`src/rtl/camera_wr_synchro.sv`:
```
// Camera-to-SDRAM write synchronizer: frame-aligned pixel capture with error/overflow flags.
// Optional CAM_WR_FRAME_SKIP_EN discards the first SKIP_FRAMES frames after (re)start.
module camera_wr_synchro #(
    parameter int DW          = 16,
    parameter int H_PIX       = 640,
    parameter int V_LINES     = 480,
    parameter int CONTINUOUS  = 1,
    parameter int SKIP_FRAMES = 2
) (
    input  logic          clk,
    input  logic          rst,
    input  logic          sdram_rst_n,
    input  logic          cam_vsync,
    input  logic          cam_href,
    input  logic          cam_pix_valid,
    input  logic [DW-1:0] cam_data,
    input  logic          wr_full,
    output logic          sdram_wren,
    output logic [DW-1:0] sdram_wrdata,
    output logic          frame_done,
    output logic          frame_err,
    output logic          wr_overflow,
    output logic          frame_active
);

    localparam int XW = $clog2(H_PIX + 1);
    localparam int YW = $clog2(V_LINES + 1);
    localparam logic [XW-1:0] X_END  = XW'(H_PIX);
    localparam logic [XW-1:0] X_LAST = XW'(H_PIX - 1);
    localparam logic [YW-1:0] Y_END  = YW'(V_LINES);
    localparam logic [YW-1:0] Y_LAST = YW'(V_LINES - 1);

    typedef enum logic [1:0] {S_WAIT_VS, S_ACTIVE, S_DONE} state_t;

    state_t          r_state, w_state_nxt;
    logic [XW-1:0]   r_x, w_x_nxt;
    logic [YW-1:0]   r_y, w_y_nxt;
    logic            r_vs_d, r_href_d;
    logic            w_vs_rise, w_href_fall, w_pix;
    logic            r_wren, w_wren_nxt;
    logic [DW-1:0]   r_wrdata;
    logic            r_done, w_done_nxt;
    logic            r_err, w_err_nxt;
    logic            r_ovf, w_ovf_nxt;
    logic            r_active;
    logic            w_skipping;

    assign w_vs_rise   = cam_vsync & ~r_vs_d;
    assign w_href_fall = ~cam_href & r_href_d;
    assign w_pix       = cam_href & cam_pix_valid;

`ifdef CAM_WR_FRAME_SKIP_EN
    localparam int SW = (SKIP_FRAMES < 1) ? 1 : $clog2(SKIP_FRAMES + 1);
    localparam logic [SW-1:0] SKIP_N = SW'(SKIP_FRAMES);
    logic [SW-1:0] r_skip, w_skip_nxt;

    assign w_skipping = (r_skip != SKIP_N);

    always_comb begin
        w_skip_nxt = r_skip;
        if (!sdram_rst_n)
            w_skip_nxt = '0;
        else if (r_state == S_WAIT_VS && w_vs_rise && w_skipping)
            w_skip_nxt = r_skip + 1'b1;
    end

    always_ff @(posedge clk) begin
        if (rst) r_skip <= '0;
        else     r_skip <= w_skip_nxt;
    end
`else
    assign w_skipping = 1'b0;
`endif

    always_ff @(posedge clk) begin
        if (rst) r_state <= S_WAIT_VS;
        else     r_state <= w_state_nxt;
    end

    always_comb begin
        w_state_nxt = r_state;
        w_x_nxt     = r_x;
        w_y_nxt     = r_y;
        w_wren_nxt  = 1'b0;
        w_done_nxt  = 1'b0;
        w_err_nxt   = 1'b0;
        w_ovf_nxt   = r_ovf;
        if (!sdram_rst_n) begin
            w_state_nxt = S_WAIT_VS;
            w_x_nxt     = '0;
            w_y_nxt     = '0;
            w_ovf_nxt   = 1'b0;
        end else begin
            case (r_state)
                S_WAIT_VS: begin
                    if (w_vs_rise && !w_skipping) begin
                        w_state_nxt = S_ACTIVE;
                        w_x_nxt     = '0;
                        w_y_nxt     = '0;
                    end
                end
                S_ACTIVE: begin
                    if (w_vs_rise) begin
                        w_err_nxt = 1'b1;
                        w_x_nxt   = '0;
                        w_y_nxt   = '0;
                    end else if (w_href_fall) begin
                        if (r_x == X_END) begin
                            w_x_nxt = '0;
                            w_y_nxt = r_y + 1'b1;
                        end else begin
                            w_err_nxt   = 1'b1;
                            w_state_nxt = S_WAIT_VS;
                        end
                    end else if (w_pix && r_x != X_END && r_y != Y_END) begin
                        // Dropped pixels still advance x so line geometry stays aligned.
                        w_wren_nxt = ~wr_full;
                        if (wr_full) w_ovf_nxt = 1'b1;
                        if (r_x == X_LAST && r_y == Y_LAST) begin
                            w_done_nxt  = 1'b1;
                            w_x_nxt     = '0;
                            w_y_nxt     = '0;
                            w_state_nxt = (CONTINUOUS != 0) ? S_WAIT_VS : S_DONE;
                        end else begin
                            w_x_nxt = r_x + 1'b1;
                        end
                    end
                end
                S_DONE:  ;
                default: w_state_nxt = S_WAIT_VS;
            endcase
        end
    end

    always_ff @(posedge clk) begin
        if (rst) begin
            r_x      <= '0;
            r_y      <= '0;
            r_vs_d   <= 1'b0;
            r_href_d <= 1'b0;
            r_wren   <= 1'b0;
            r_wrdata <= '0;
            r_done   <= 1'b0;
            r_err    <= 1'b0;
            r_ovf    <= 1'b0;
            r_active <= 1'b0;
        end else begin
            r_x      <= w_x_nxt;
            r_y      <= w_y_nxt;
            r_vs_d   <= cam_vsync;
            r_href_d <= cam_href;
            r_wren   <= w_wren_nxt;
            if (w_wren_nxt) r_wrdata <= cam_data;
            r_done   <= w_done_nxt;
            r_err    <= w_err_nxt;
            r_ovf    <= w_ovf_nxt;
            r_active <= (w_state_nxt == S_ACTIVE);
        end
    end

    assign sdram_wren   = r_wren;
    assign sdram_wrdata = r_wrdata;
    assign frame_done   = r_done;
    assign frame_err    = r_err;
    assign wr_overflow  = r_ovf;
    assign frame_active = r_active;

endmodule
```
`config.mk`:
```
export PLATFORM = sky130hd
export DESIGN_NAME = camera_wr_synchro
export DESIGN_NICKNAME = d
export VERILOG_FILES = /design/src/rtl/camera_wr_synchro.sv
export SDC_FILE = /design/constraint.sdc
export NUM_CORES = 1
export LEC_CHECK = 0
export CAP_MARGIN = 20
export CELL_PAD_IN_SITES_DETAIL_PLACEMENT = 0
export CELL_PAD_IN_SITES_GLOBAL_PLACEMENT = 1
export CORE_ASPECT_RATIO = 1.25
export CORE_MARGIN = 1
export CORE_UTILIZATION = 39
export CTS_CLUSTER_DIAMETER = 100
export DETAILED_ROUTE_END_ITERATION = 7
export GPL_TIMING_DRIVEN = 0
export MAX_ROUTING_LAYER = met4
export PLACE_DENSITY = 0.78
export RECOVER_POWER = 50
export SYNTH_ARGS = -nofsm -noshare
export SYNTH_HDL_FRONTEND = slang
export SYNTH_SLANG_ARGS = --single-unit
```
`constraint.sdc`:
```
create_clock -name clk -period 2.35 [get_ports clk]
set_input_delay 0.235 -clock clk [delete_from_list [all_inputs] [get_ports clk]]
set_output_delay 0.235 -clock clk [all_outputs]
set_load 0.02 [all_outputs]
```
**After elaboration in Yosys (flattened, before gate mapping)**

Cells that the tools add are included.
W data, S select, Z words.

- Bits in registers: 44
- Word-level logic and storage cells: 78
- Output and inout port bits: 21

- Bitwise operators: 11
- Muxes and demuxes: 31
- Reduce and logical (&&, ||, !) cells: 11
- Equal/unequal tests: 12
- $add $sub $neg: 2

Operators with widths:

| kind | count |
|---|---|
| $mux W10 | 6 |
| $mux W9 | 6 |
| $eq A10 B10 Y1 const B | 2 |
| $pmux W10 S2 | 1 |
| $pmux W9 S2 | 1 |
| $mux W2 | 7 |
| $ne A4 B4 Y1 const B | 3 |
| $add A10 B1 Y10 const B | 1 |
| $ne A10 B10 Y1 const B | 1 |
| $reduce_and A5 Y1 | 2 |
| $add A9 B1 Y9 const B | 1 |
| $eq A9 B9 Y1 const B | 1 |
| $mux W1 | 9 |
| $ne A9 B9 Y1 const B | 1 |
| $not A1 Y1 | 8 |
| $pmux W2 S3 | 1 |
| $reduce_or A6 Y1 | 1 |
| $eq A2 B1 Y1 const B | 2 |
| $reduce_and A4 Y1 | 1 |
| $and A1 B1 Y1 | 3 |
| $logic_and A1 B1 Y1 | 3 |
| $reduce_or A3 Y1 | 1 |
| $eq A2 B2 Y1 const B | 1 |
| $logic_not A2 Y1 | 1 |
| 3 further kinds | 3 |

**Depth between registers and ports, before layout**

- Word-level depth: 9
- Mapped depth: 9
- Gate-level depth less buffers: 7

**Worst setup path before layout**

No wires, ideal clock.

- Path kind: reg2reg
- Start point: register r_x[0]
- End point: register r_y[2]
- Required time: 2225 ps
- Cell stages (with the launch flop): 9
- Path slack: 595 ps
- Buffers on the path: 1
- Library setup time: 125 ps
- Arrival time: 1630 ps
- Path through: dfxtp_1 > inv_1 > ha_1 > and4bb_4 > nand3_2 > mux2_2 > buf_6 > a41oi_1 > o21ai_1

- Word-level cells in the longest chain between the ends: 5
- Elaborated cells between the ends (all ways): 10
- Classes of those cells: eq/ne: 6; reduce/logical: 4

RTL lines:

| what | RTL line | source |
|---|---|---|
| from (decl) | 36 | `logic [XW-1:0] r_x, w_x_nxt;` |
| from (signal assigned) | 148 | `r_x <= w_x_nxt;` |
| $ne A10 B10 Y1 | 115 | `end else if (w_pix && r_x != X_END && r_y != Y_END) begin` |
| $logic_and A1 B1 Y1 (2 in a row) | 115 |  |
| $ne A4 B4 Y1 (no source line) | -- |  |
| $reduce_and A5 Y1 (no source line) (*) | -- |  |
| to (signal assigned) | 149 | `r_y <= w_y_nxt;` |
| to (decl) | 37 | `logic [YW-1:0] r_y, w_y_nxt;` |

Mark *: on every way between the ends. The rest lies on a longest branch, timed or not.
A chain may end at the register's enable or synchronous reset.

**Worst setup path in the final report**

- Start point: register r_y[0]
- End point: register r_y[1]

- Word-level cells in the longest chain between the ends: 5
- Elaborated cells between the ends (all ways): 12
- Classes of those cells: add/sub: 1; eq/ne: 4; mux: 4; reduce/logical: 3

RTL lines:

| what | RTL line | source |
|---|---|---|
| $add A9 B1 Y9 | 110 | `w_y_nxt = r_y + 1'b1;` |
| $mux W9 | 108 | `if (r_x == X_END) begin` |
| $mux W9 | 107 | `end else if (w_href_fall) begin` |
| $mux W9 | 103 | `if (w_vs_rise) begin` |
| $pmux W9 S2 | 94 | `case (r_state)` |

Parallel ways exist; a longest one is shown, timed or not. The select of a mux whose other input is x is not followed.

==> out/metrics.yaml <==
setup_violations: 0
initial_core_util: 0.412
status: "completed"
power.density_nw_per_um2: 462
switching_share: 0.232
area_growth_pct: 25.6
syn_area_per_cell_um2: 9.29
design.die.area_um2: 6150
cp-end-kind: "register"
rows: 30
vias: 1948
fin_crit_ps: 2060
period_share: 0.879
whs_path_depth: 2
required_ps: 2580
drt_wl_total_mm: 5.29
maxSlewHeadroom: 0.619
worstSetupStartpointType: "register"
wire_per_inst_um: 14.7
pwr-share-seq: 0.569
hold_class: "reg2reg"
multi_input_comb_area_um2: 1250
yosysSeqAreaShare: 0.387
final.setup_skew_ps: 9.19
route.detailed.drc: 0
ys.flop_type: "dfxtp_1"
grt_pass1_wl_mm: 8.77
ant_nets: 0
path_class: "reg2reg"
hpwl_mm: 3.91
tightestPinTransition_ps: 571
drt-pass1-iter-count: 4
grt-ovfl-total: 0
core_area_um2: 5520
root_buffer: "clkbuf_8"
rr_worst_depth: 6
register_area_um2: 881
netlist_area_um2: 2280
cts_max_level: 2
drt-vias-per-instance: 5.43
arrival_ps: 2290
antenna_found_initial: 0
chipHeight_um: 87.4
power.total_w: 0.00132
yosys_warnings: 0
n_antenna_cell: 0
worstSkewPairLatency_ps: 290
clkPwrFrac: 0.336
async_flop_share: 0
max_cap_violations: 0
cts.repair.resized: 0
grt_pass1_vias: 1881
clk_path_buf_depth: 2
synth_nets: 272
synth_cell_types: 55
p_int_w: 0.00101
place.gp.congestion: 0.791
synth_edf_count: 0
grt_start_max_net_pins: 13
rsz0062_at_grt: "no"
nets: 322
ys_seq_elements: 44
p_comb_frac: 0.095
clock-sinks: 44
clk_pin_slew_ps: 70
post_cts_buffers: 0
gr-usage-all-layers: 0.185
tns_ps: 0
drive_gt1_frac: 0.115
max_freq_ghz: 0.484
drt_iter0_drc: 59
hold_violations: 0
syn_inst: 245
leakagePower_nw: 1.13
switching_power_w: 0.000306
num-fill-cells: 546
die_w_um: 70.3
io_pins: 44
cts_made_buffers: 5
cts_tree: "yes"
holdBufCountCts: 0
finalMaxSlewViolations: 0
ir_drop_mv: 0.281
crit_path_max_fanout: 9
port_buffers: 43
## cell usage in the layout (no fill, tap or decap), types with 5 or more instances in the layout
| cell | netlist | final |
|---|---|---|
| dfxtp_1 | 44 | 44 |
| nand2_1 | 25 | 25 |
| nor2_1 | 23 | 23 |
| dlygate4sd3_1 | 0 | 22 |
| clkdlybuf4s50_1 | 0 | 21 |
| mux2i_1 | 17 | 17 |
| inv_1 | 13 | 13 |
| o21ai_1 | 9 | 9 |
| nand3_1 | 9 | 9 |
| nor2b_1 | 8 | 8 |
| nand4_1 | 8 | 8 |
| a22oi_1 | 7 | 7 |
| nor3_1 | 7 | 7 |
| clkbuf_1 | 4 | 5 |
| o31ai_1 | 5 | 5 |
| clkbuf_8 | 0 | 5 |
## routing by layer
layer / up-vias / track usage / wire length [um]
li1: 988 / - / -
met1: 912 / 0.217 / 2340
met2: 41 / 0.320 / 2700
met3: 7 / 0.0313 / 183
met4: 0 / 0.0564 / 65
met5: - / - / 0
## critical path, stage by stage, from the launching register on
cell,delay [ps]
dfxtp_1,400
ha_1,240
nand4_1,190
nor4_4,450
a21oi_4,170
a21oi_4,330
mux2i_1,210
## cell families after synthesis
| family | synth area share |
|---|---|
| flops | 0.387 |
| compound gates | 0.173 |
| mux | 0.0797 |
| simple gates | 0.278 |
| fa+ha+maj | 0.0220 |
| buf+inv | 0.0599 |
## state kept, by name, indices dropped and copies added (netlist names)
name and cells:
sdram_wrdata 16, r_x 10, r_y 9, r_state 2, frame_active 1, frame_done 1
frame_err 1, r_href_d 1, r_vs_d 1, sdram_wren 1, wr_overflow 1
## path summary, 6_finish.rpt
path / start / end / slack, ps
setup / recovery: r_y[0]$_SDFFE_PP0P_ / r_y[1]$_SDFFE_PP0P_ / 290
hold / removal: wr_overflow$_SDFFE_PP0P_ / wr_overflow$_SDFFE_PP0P_ / 480
setup reg to reg: r_y[0]$_SDFFE_PP0P_ / r_y[1]$_SDFFE_PP0P_ / 290
hold reg to reg: wr_overflow$_SDFFE_PP0P_ / wr_overflow$_SDFFE_PP0P_ / 480
## cell usage after synthesis (3+ instances only)
cell type,instances,share of area
o31ai_1,5,0.016
and3_1,4,0.011
nor2_1,23,0.038
nand4_1,8,0.022
dfxtp_1,44,0.39
nand2_1,25,0.041
a22oi_1,7,0.023
mux2i_1,17,0.075
o21ai_1,9,0.020
buf_6,4,0.020
inv_1,13,0.021
a31oi_1,3,0.0082
a41oi_1,3,0.012
clkbuf_1,4,0.0066
nor2b_1,8,0.022
nand3_1,9,0.020
ha_1,4,0.022
nor3_1,7,0.015
## cell type report
type,instances,area share
Inverter,13,0.0171
Clock inverter,1,0.00175
Sequential cell,44,0.308
Clock buffer,6,0.0254
Buffer,12,0.0306
Tap cell,64,0.0280
Multi-Input combinational cell,176,0.439
Timing Repair Buffer,43,0.151
## metrics by stage
stage	util	worst slack [ps]	std cells	cell area [um^2]	hold WS, ps
2_1_floorplan	-	595	245	2280	363
3_3_place_gp	0.505	166	352	2790	459
3_5_place_dp	0.505	171	352	2790	465
4_1_cts	0.519	258	359	2860	485
5_1_grt	0.518	79.8	359	2860	526
6_report	0.518	285	359	2860	475
## power groups by stage
stage                     Combinational (W)  Sequential [W]  Clock [W]
after floorplan                   0.0000642        0.000771          0
after global placement             0.000127        0.000769          0
after detailed placement           0.000127        0.000769          0
after CTS                          0.000127        0.000752   0.000462
after global routing               0.000134        0.000752   0.000483
final                              0.000126        0.000752   0.000443
Note: power is estimated with default switching activity, not from simulation.
